File: config.mk
export PLATFORM = sky130hd
export DESIGN_NAME = ex_inflight_scoreboard_flat
export DESIGN_NICKNAME = d
export VERILOG_FILES = /design/src/rtl/ex_inflight_scoreboard_if.sv /design/src/rtl/ex_inflight_scoreboard.sv /design/src/flat_wrapper.sv
export SDC_FILE = /design/constraint.sdc
export NUM_CORES = 1
export LEC_CHECK = 0
export BUFFER_PORTS_ARGS = -buffer_cell sky130_fd_sc_hd__buf_2
export CORE_ASPECT_RATIO = 1.5
export CORE_MARGIN = 4
export CORE_UTILIZATION = 62
export DETAILED_ROUTE_END_ITERATION = 16
export PLACE_DENSITY_LB_ADDON = 0.25
export SLEW_MARGIN = 0
export SYNTH_ARGS = -nofsm -noshare
export SYNTH_HDL_FRONTEND = slang
export SYNTH_SLANG_ARGS = --single-unit
File: constraint.sdc
create_clock -name Clk -period 5.65 [get_ports Clk]
set_input_delay 1.13 -clock Clk [delete_from_list [all_inputs] [get_ports Clk]]
set_output_delay 1.13 -clock Clk [all_outputs]
set_load 0.01 [all_outputs]
File: src/rtl/ex_inflight_scoreboard_if.sv
`default_nettype none
// ============================================================================
// Module   : ex_inflight_scoreboard_if
// Purpose  : Issue / retire / kill signal bundle between the ID-stage control
//            and the in-flight instruction scoreboard.
// Revision : 1.0 - initial release
// ============================================================================
interface ex_inflight_scoreboard_if #(
  parameter int CNT_W = 3
);
  logic             Issue_Valid;
  logic             Issue_RegWrite;
  logic [4:0]       Issue_Dst;
  logic             Issue_IsLoad;
  logic [4:0]       Src_rs;
  logic [4:0]       Src_rt;
  logic             Src_rs_used;
  logic             Src_rt_used;
  logic             Retire_Valid;
  logic [4:0]       Retire_Dst;
  logic             Kill_Young;
  logic             Stall;
  logic [CNT_W-1:0] Pending_Count;
  logic             Full;
  logic             Error;

  // Pipeline control side: drives issue/retire/kill, observes stall/status
  modport master (
    output Issue_Valid, Issue_RegWrite, Issue_Dst, Issue_IsLoad,
    output Src_rs, Src_rt, Src_rs_used, Src_rt_used,
    output Retire_Valid, Retire_Dst, Kill_Young,
    input  Stall, Pending_Count, Full, Error
  );

  // Scoreboard side
  modport slave (
    input  Issue_Valid, Issue_RegWrite, Issue_Dst, Issue_IsLoad,
    input  Src_rs, Src_rt, Src_rs_used, Src_rt_used,
    input  Retire_Valid, Retire_Dst, Kill_Young,
    output Stall, Pending_Count, Full, Error
  );
endinterface
`default_nettype wire

File: src/rtl/ex_inflight_scoreboard.sv
`default_nettype none
// ============================================================================
// Module   : ex_inflight_scoreboard
// Purpose  : Age-ordered FIFO of instructions in flight between EX1 and WB.
//            Generates the ID stall for load-use hazards and full occupancy,
//            drops the youngest entry on a Jump/JR squash and flags protocol
//            violations (retire/kill on empty, retire destination mismatch).
// Revision : 1.0 - initial release
// ============================================================================
module ex_inflight_scoreboard #(
  parameter int DEPTH = 4,
  parameter int CNT_W = 3
) (
  input  logic                    Clk,
  input  logic                    Reset,
  ex_inflight_scoreboard_if.slave sb
);

  localparam int               c_ptr_w     = (DEPTH > 1) ? $clog2(DEPTH) : 1;
  localparam logic [CNT_W-1:0] c_depth_cnt = CNT_W'(DEPTH);
  localparam logic [CNT_W-1:0] c_one_cnt   = CNT_W'(1);

  // Entry storage; r_occ marks slots currently holding a live instruction
  logic [DEPTH-1:0]   r_occ;
  logic [DEPTH-1:0]   r_vdst;
  logic [DEPTH-1:0]   r_load;
  logic [4:0]         r_dst [DEPTH];
  logic [c_ptr_w-1:0] r_head;
  logic [c_ptr_w-1:0] r_tail;
  logic [CNT_W-1:0]   r_count;
  logic               r_error;

  logic               w_hazard;
  logic               w_empty;
  logic               w_full;
  logic               w_stall;
  logic               w_push;
  logic               w_kill;
  logic               w_pop;
  logic               w_single_both;
  logic               w_retire_mismatch;
  logic               w_proto_err;
  logic [c_ptr_w-1:0] w_kill_ptr;
  logic [c_ptr_w-1:0] w_push_ptr;
  logic [CNT_W-1:0]   w_count_nxt;

  // Load-use search: any live load with a real destination matching a used source
  always_comb begin
    w_hazard = 1'b0;
    for (int i = 0; i < DEPTH; i++) begin
      if (r_occ[i] && r_vdst[i] && r_load[i]) begin
        if (sb.Src_rs_used && (sb.Src_rs != 5'd0) && (sb.Src_rs == r_dst[i]))
          w_hazard = 1'b1;
        if (sb.Src_rt_used && (sb.Src_rt != 5'd0) && (sb.Src_rt == r_dst[i]))
          w_hazard = 1'b1;
      end
    end
  end

  assign w_empty = (r_count == '0);
  assign w_full  = (r_count == c_depth_cnt);

  // Stall looks only at registered state; a retire this cycle does not free a slot early
  assign w_stall = w_full | w_hazard;
  assign w_push  = sb.Issue_Valid & ~w_stall;
  assign w_kill  = sb.Kill_Young & ~w_empty;

  // With a single entry, retire and kill name the same instruction: remove it once,
  // via the kill path, and skip the retire destination check.
  assign w_single_both = w_kill & sb.Retire_Valid & (r_count == c_one_cnt);
  assign w_pop         = sb.Retire_Valid & ~w_empty & ~w_single_both;

  // Kill happens before the push, so a same-cycle issue reuses the killed slot
  assign w_kill_ptr = r_tail - c_ptr_w'(1);
  assign w_push_ptr = w_kill ? w_kill_ptr : r_tail;

  assign w_retire_mismatch = w_pop & r_vdst[r_head] & (r_dst[r_head] != sb.Retire_Dst);
  assign w_proto_err       = (sb.Retire_Valid & w_empty) | (sb.Kill_Young & w_empty) |
                             w_retire_mismatch;

  assign w_count_nxt = r_count + CNT_W'(w_push) - CNT_W'(w_pop) - CNT_W'(w_kill);

  // Pointer, occupancy count and sticky error bookkeeping
  always_ff @(posedge Clk or posedge Reset) begin
    if (Reset) begin
      r_head  <= '0;
      r_tail  <= '0;
      r_count <= '0;
      r_error <= 1'b0;
    end else begin
      if (w_pop)
        r_head <= r_head + c_ptr_w'(1);
      r_tail  <= w_push ? (w_push_ptr + c_ptr_w'(1)) : w_push_ptr;
      r_count <= w_count_nxt;
      if (w_proto_err)
        r_error <= 1'b1;
    end
  end

  // Entry contents: clear on retire/kill, then write the issuing instruction
  always_ff @(posedge Clk or posedge Reset) begin
    if (Reset) begin
      r_occ  <= '0;
      r_vdst <= '0;
      r_load <= '0;
      for (int i = 0; i < DEPTH; i++)
        r_dst[i] <= 5'd0;
    end else begin
      if (w_pop)
        r_occ[r_head] <= 1'b0;
      if (w_kill)
        r_occ[w_kill_ptr] <= 1'b0;
      if (w_push) begin
        r_occ[w_push_ptr]  <= 1'b1;
        r_vdst[w_push_ptr] <= sb.Issue_RegWrite & (sb.Issue_Dst != 5'd0);
        r_dst[w_push_ptr]  <= sb.Issue_Dst;
        r_load[w_push_ptr] <= sb.Issue_IsLoad;
      end
    end
  end

  assign sb.Stall         = w_stall;
  assign sb.Pending_Count = r_count;
  assign sb.Full          = w_full;
  assign sb.Error         = r_error;

endmodule
`default_nettype wire

File: src/flat_wrapper.sv
// flat-port wrapper written by rule: the top's interface ports become plain ports
module ex_inflight_scoreboard_flat 
#(
  parameter int DEPTH = 4,
  parameter int CNT_W = 3
)
  (Clk, Reset, sb_Issue_Valid, sb_Issue_RegWrite, sb_Issue_Dst, sb_Issue_IsLoad, sb_Src_rs, sb_Src_rt, sb_Src_rs_used, sb_Src_rt_used, sb_Retire_Valid, sb_Retire_Dst, sb_Kill_Young, sb_Stall, sb_Pending_Count, sb_Full, sb_Error);
  ex_inflight_scoreboard_if #(.CNT_W(CNT_W)) sb_i ();
  input  logic Clk;
  input  logic Reset;
  input wire logic [$bits(sb_i.Issue_Valid)-1:0] sb_Issue_Valid;
  input wire logic [$bits(sb_i.Issue_RegWrite)-1:0] sb_Issue_RegWrite;
  input wire logic [$bits(sb_i.Issue_Dst)-1:0] sb_Issue_Dst;
  input wire logic [$bits(sb_i.Issue_IsLoad)-1:0] sb_Issue_IsLoad;
  input wire logic [$bits(sb_i.Src_rs)-1:0] sb_Src_rs;
  input wire logic [$bits(sb_i.Src_rt)-1:0] sb_Src_rt;
  input wire logic [$bits(sb_i.Src_rs_used)-1:0] sb_Src_rs_used;
  input wire logic [$bits(sb_i.Src_rt_used)-1:0] sb_Src_rt_used;
  input wire logic [$bits(sb_i.Retire_Valid)-1:0] sb_Retire_Valid;
  input wire logic [$bits(sb_i.Retire_Dst)-1:0] sb_Retire_Dst;
  input wire logic [$bits(sb_i.Kill_Young)-1:0] sb_Kill_Young;
  output wire logic [$bits(sb_i.Stall)-1:0] sb_Stall;
  output wire logic [$bits(sb_i.Pending_Count)-1:0] sb_Pending_Count;
  output wire logic [$bits(sb_i.Full)-1:0] sb_Full;
  output wire logic [$bits(sb_i.Error)-1:0] sb_Error;
  assign sb_i.Issue_Valid = sb_Issue_Valid;
  assign sb_i.Issue_RegWrite = sb_Issue_RegWrite;
  assign sb_i.Issue_Dst = sb_Issue_Dst;
  assign sb_i.Issue_IsLoad = sb_Issue_IsLoad;
  assign sb_i.Src_rs = sb_Src_rs;
  assign sb_i.Src_rt = sb_Src_rt;
  assign sb_i.Src_rs_used = sb_Src_rs_used;
  assign sb_i.Src_rt_used = sb_Src_rt_used;
  assign sb_i.Retire_Valid = sb_Retire_Valid;
  assign sb_i.Retire_Dst = sb_Retire_Dst;
  assign sb_i.Kill_Young = sb_Kill_Young;
  assign sb_Stall = sb_i.Stall;
  assign sb_Pending_Count = sb_i.Pending_Count;
  assign sb_Full = sb_i.Full;
  assign sb_Error = sb_i.Error;
  ex_inflight_scoreboard #(.DEPTH(DEPTH), .CNT_W(CNT_W)) u_core (.Clk(Clk), .Reset(Reset), .sb(sb_i));
endmodule
==> results.json <==
{
  "root_buffer": "clkbuf_8",
  "port_buffers": 34,
  "die_h_um": 87.8,
  "fillers": 276,
  "period_minus_slack_ns": 4.31,
  "slew_violations": 0,
  "n_antenna_cell": 0,
  "hpwlAfterDp_mm": 4.89,
  "run_status": "completed",
  "cap_violations": 0,
  "core_area_um2": 4030,
  "grtUsageTotal_pct": 25.9,
  "routedWlPerCell_um": 20.2,
  "worst_ep_required_time_ns": 4.52,
  "clk_pin_slew_worst_paths_ns": 0.08,
  "hold_buffers": 0,
  "vias_per_cell": 6.02,
  "tightestPinTransition_ns": 0.676,
  "leakagePower_uw": 0.00129,
  "tritoncts": "built",
  "clock_path_buffers": 2,
  "fin_skew_ns": 0.00962,
  "fin_area_um2": 2910,
  "yosysSeqAreaShare_pct": 38.1,
  "area_growth_pct": 10.6,
  "hp-class": "flop to flop",
  "postCtsSetupBuffers": 0,
  "finalNetCount": 299,
  "synth_fp_nets": 272,
  "synth_top_cells_by_count": "40 x dfrtp_1, 25 x xnor2_1, 25 x xor2_1, 18 x mux2_2, 15 x ha_1",
  "clkSinkCount": 40,
  "initial_core_util_pct": 65.2,
  "grt_max_degree": 41,
  "gp_congestion": 0.980,
  "irDropWorstVdd_mv": 0.523,
  "antenna_found_initial": 0,
  "syn_inst": 227,
  "crit_fanout": 6,
  "hold_violations": 0,
  "cts_resized": 0,
  "worst-r2r-setup-slack_ns": 2.48,
  "ant_nets": 0,
  "ios": 35,
  "overflow": 0,
  "synth_area_um2": 2630,
  "drive_gt1_share_pct": 28.6,
  "fp-row-count": 28,
  "postPlaceCellArea_um2": 2800,
  "die_w_um": 61.2,
  "synth_edf_count": 0,
  "ys_async_sr_fraction_pct": 100,
  "post-route-util_pct": 72.2,
  "grt_pass1_wl_mm": 9.85,
  "worst_setup_path_end_kind": "output pin",
  "yosysMostFrequentCell": "dfrtp_1",
  "first_pass_iters": 4,
  "setup_viol": 0,
  "drc_errors": 0,
  "yosys-top-cells-area": "dfrtp_1 38%, xnor2_1 8.3%, xor2_1 8.3%, mux2_2 7.7%, ha_1 7.1%",
  "worstSetupStartpointType": "input port",
  "numCtsBuffers": 5,
  "avgSynthCellArea_um2": 11.6,
  "die_area_um2": 5370,
  "slew-limit-headroom_pct": 54.6,
  "yosys_warnings": 0,
  "fin_crit_sh_pct": 76.3,
  "dr_total_vias": 1805,
  "ys.flop_type": "dfrtp_1",
  "drt_wl_total_mm": 6.07,
  "first_global_vias": 1967,
  "fmax_ghz": 0.232,
  "rsz0062_at_grt": "false",
  "drt-initial-drc-count": 80,
  "yosysUniqueCellTypes": 35,
  "htree_num_levels": 2,
  "insertion_delay_ns": 0.29,
  "power_density_nw_per_um2": 563,
  "finalSetupTns_ns": 0,
  "synth_top_cell_by_area": "dfrtp_1",
  "synth_top_area_share_pct": 38.1,
  "crit_type": "input port to output pin",
  "crit_arrival_ns": 3.18,
  "ys_ff_latch": 40
}
==> metrics by stage <==
| step | setup slack [ns] | power [µW] | hold WS [ns] | instances |
|---|---|---|---|---|
| 2_1_floorplan | 1.43 | 1200 | 0.447 | 227 |
| 3_3_place_gp | 1.31 | 1400 | 0.451 | 292 |
| 3_5_place_dp | 1.20 | 1420 | 0.450 | 292 |
| 4_1_cts | 1.32 | 1650 | 0.473 | 300 |
| 5_1_grt | 1.21 | 1760 | 0.498 | 300 |
| 6_report | 1.34 | 1640 | 0.468 | 300 |
==> metal layers <==
| layer | part of all wire, % | track usage (%) |
|---|---|---|
| met5 | 0 | 0 |
| met4 | 2.8 | 9.27 |
| met3 | 3.1 | 3.39 |
| met2 | 55 | 46.7 |
| met1 | 39 | 30.3 |
==> placed cells by master, fill, tap and decap left out, types with 3 or more instances in the layout <==
master    instances
nand3_4           4
nand2_1           9
xor2_1           25
mux2_2           18
a22oi_1           4
xnor2_1          25
buf_2            34
clkbuf_8          5
mux2_1           11
mux4_2            6
or4_1             3
nand3_1          13
ha_1             15
inv_1            11
dfrtp_1          40
nor4_1            8
==> worst max-delay path: stages <==
cell      delay [ns]
buf_2           0.14
or4_1           0.55
o21ai_2         0.19
nor4_1          0.09
o2111a_1        0.27
nor4_4          0.52
inv_1           0.12
buf_2           0.17
==> cells by family after synthesis <==
family | Yosys count | share of synthesized area (%)
xor gates and xnor gates | 50 | 16.7
and+or+nand+nor | 45 | 11.7
DFF | 40 | 38.1
muxes | 36 | 17.9
buffers and inverters | 26 | 3.95
adders and majority gates | 16 | 7.90
AOI/OAI and AO/OA | 14 | 3.81
==> final timing paths <==
path | endpoint | from | cells after the start
worst max-delay path | sb_Stall | sb_Src_rs[1] | 8
worst min-delay path | u_core.sb.Error | u_core.sb.Error | 1
worst max register to register | u_core.sb.Pending_Count[2] | u_core.r_dst[1] | 12
worst min register to register | u_core.sb.Error | u_core.sb.Error | 1
max in group asynchronous | u_core.r_dst[1] | Reset | 3
min in group asynchronous | u_core.r_load[2] | Reset | 3
==> report_power, final <==
| group | switching [µW] | leakage, µW | internal, µW |
|---|---|---|---|
| Combinational | 363 | 0.000759 | 416 |
| Sequential | 196 | 0.000472 | 435 |
| Clock | 95.7 | 0.0000552 | 131 |
==> cell type report <==
cell class	count	area, µm²	share of cell area (%)
inverters	11	41.3	1.42
well taps	45	56.3	1.94
multi-input cells	161	1520	52.4
repair buffers	35	178	6.11
clock buffers	6	72.6	2.50
clock inverters	2	35.0	1.20
flip-flops and latches	40	1000	34.4
==> registers in the layout, summed over array words and instances, names as in the netlist <==
register	count
u_core.sb.Error	1
u_core.r_dst	20
u_core.sb.Pending_Count	3
u_core.r_occ	4
u_core.r_tail	2
u_core.r_head	2
u_core.r_vdst	4
u_core.r_load	4
Note: power is estimated with default switching activity, not from simulation.
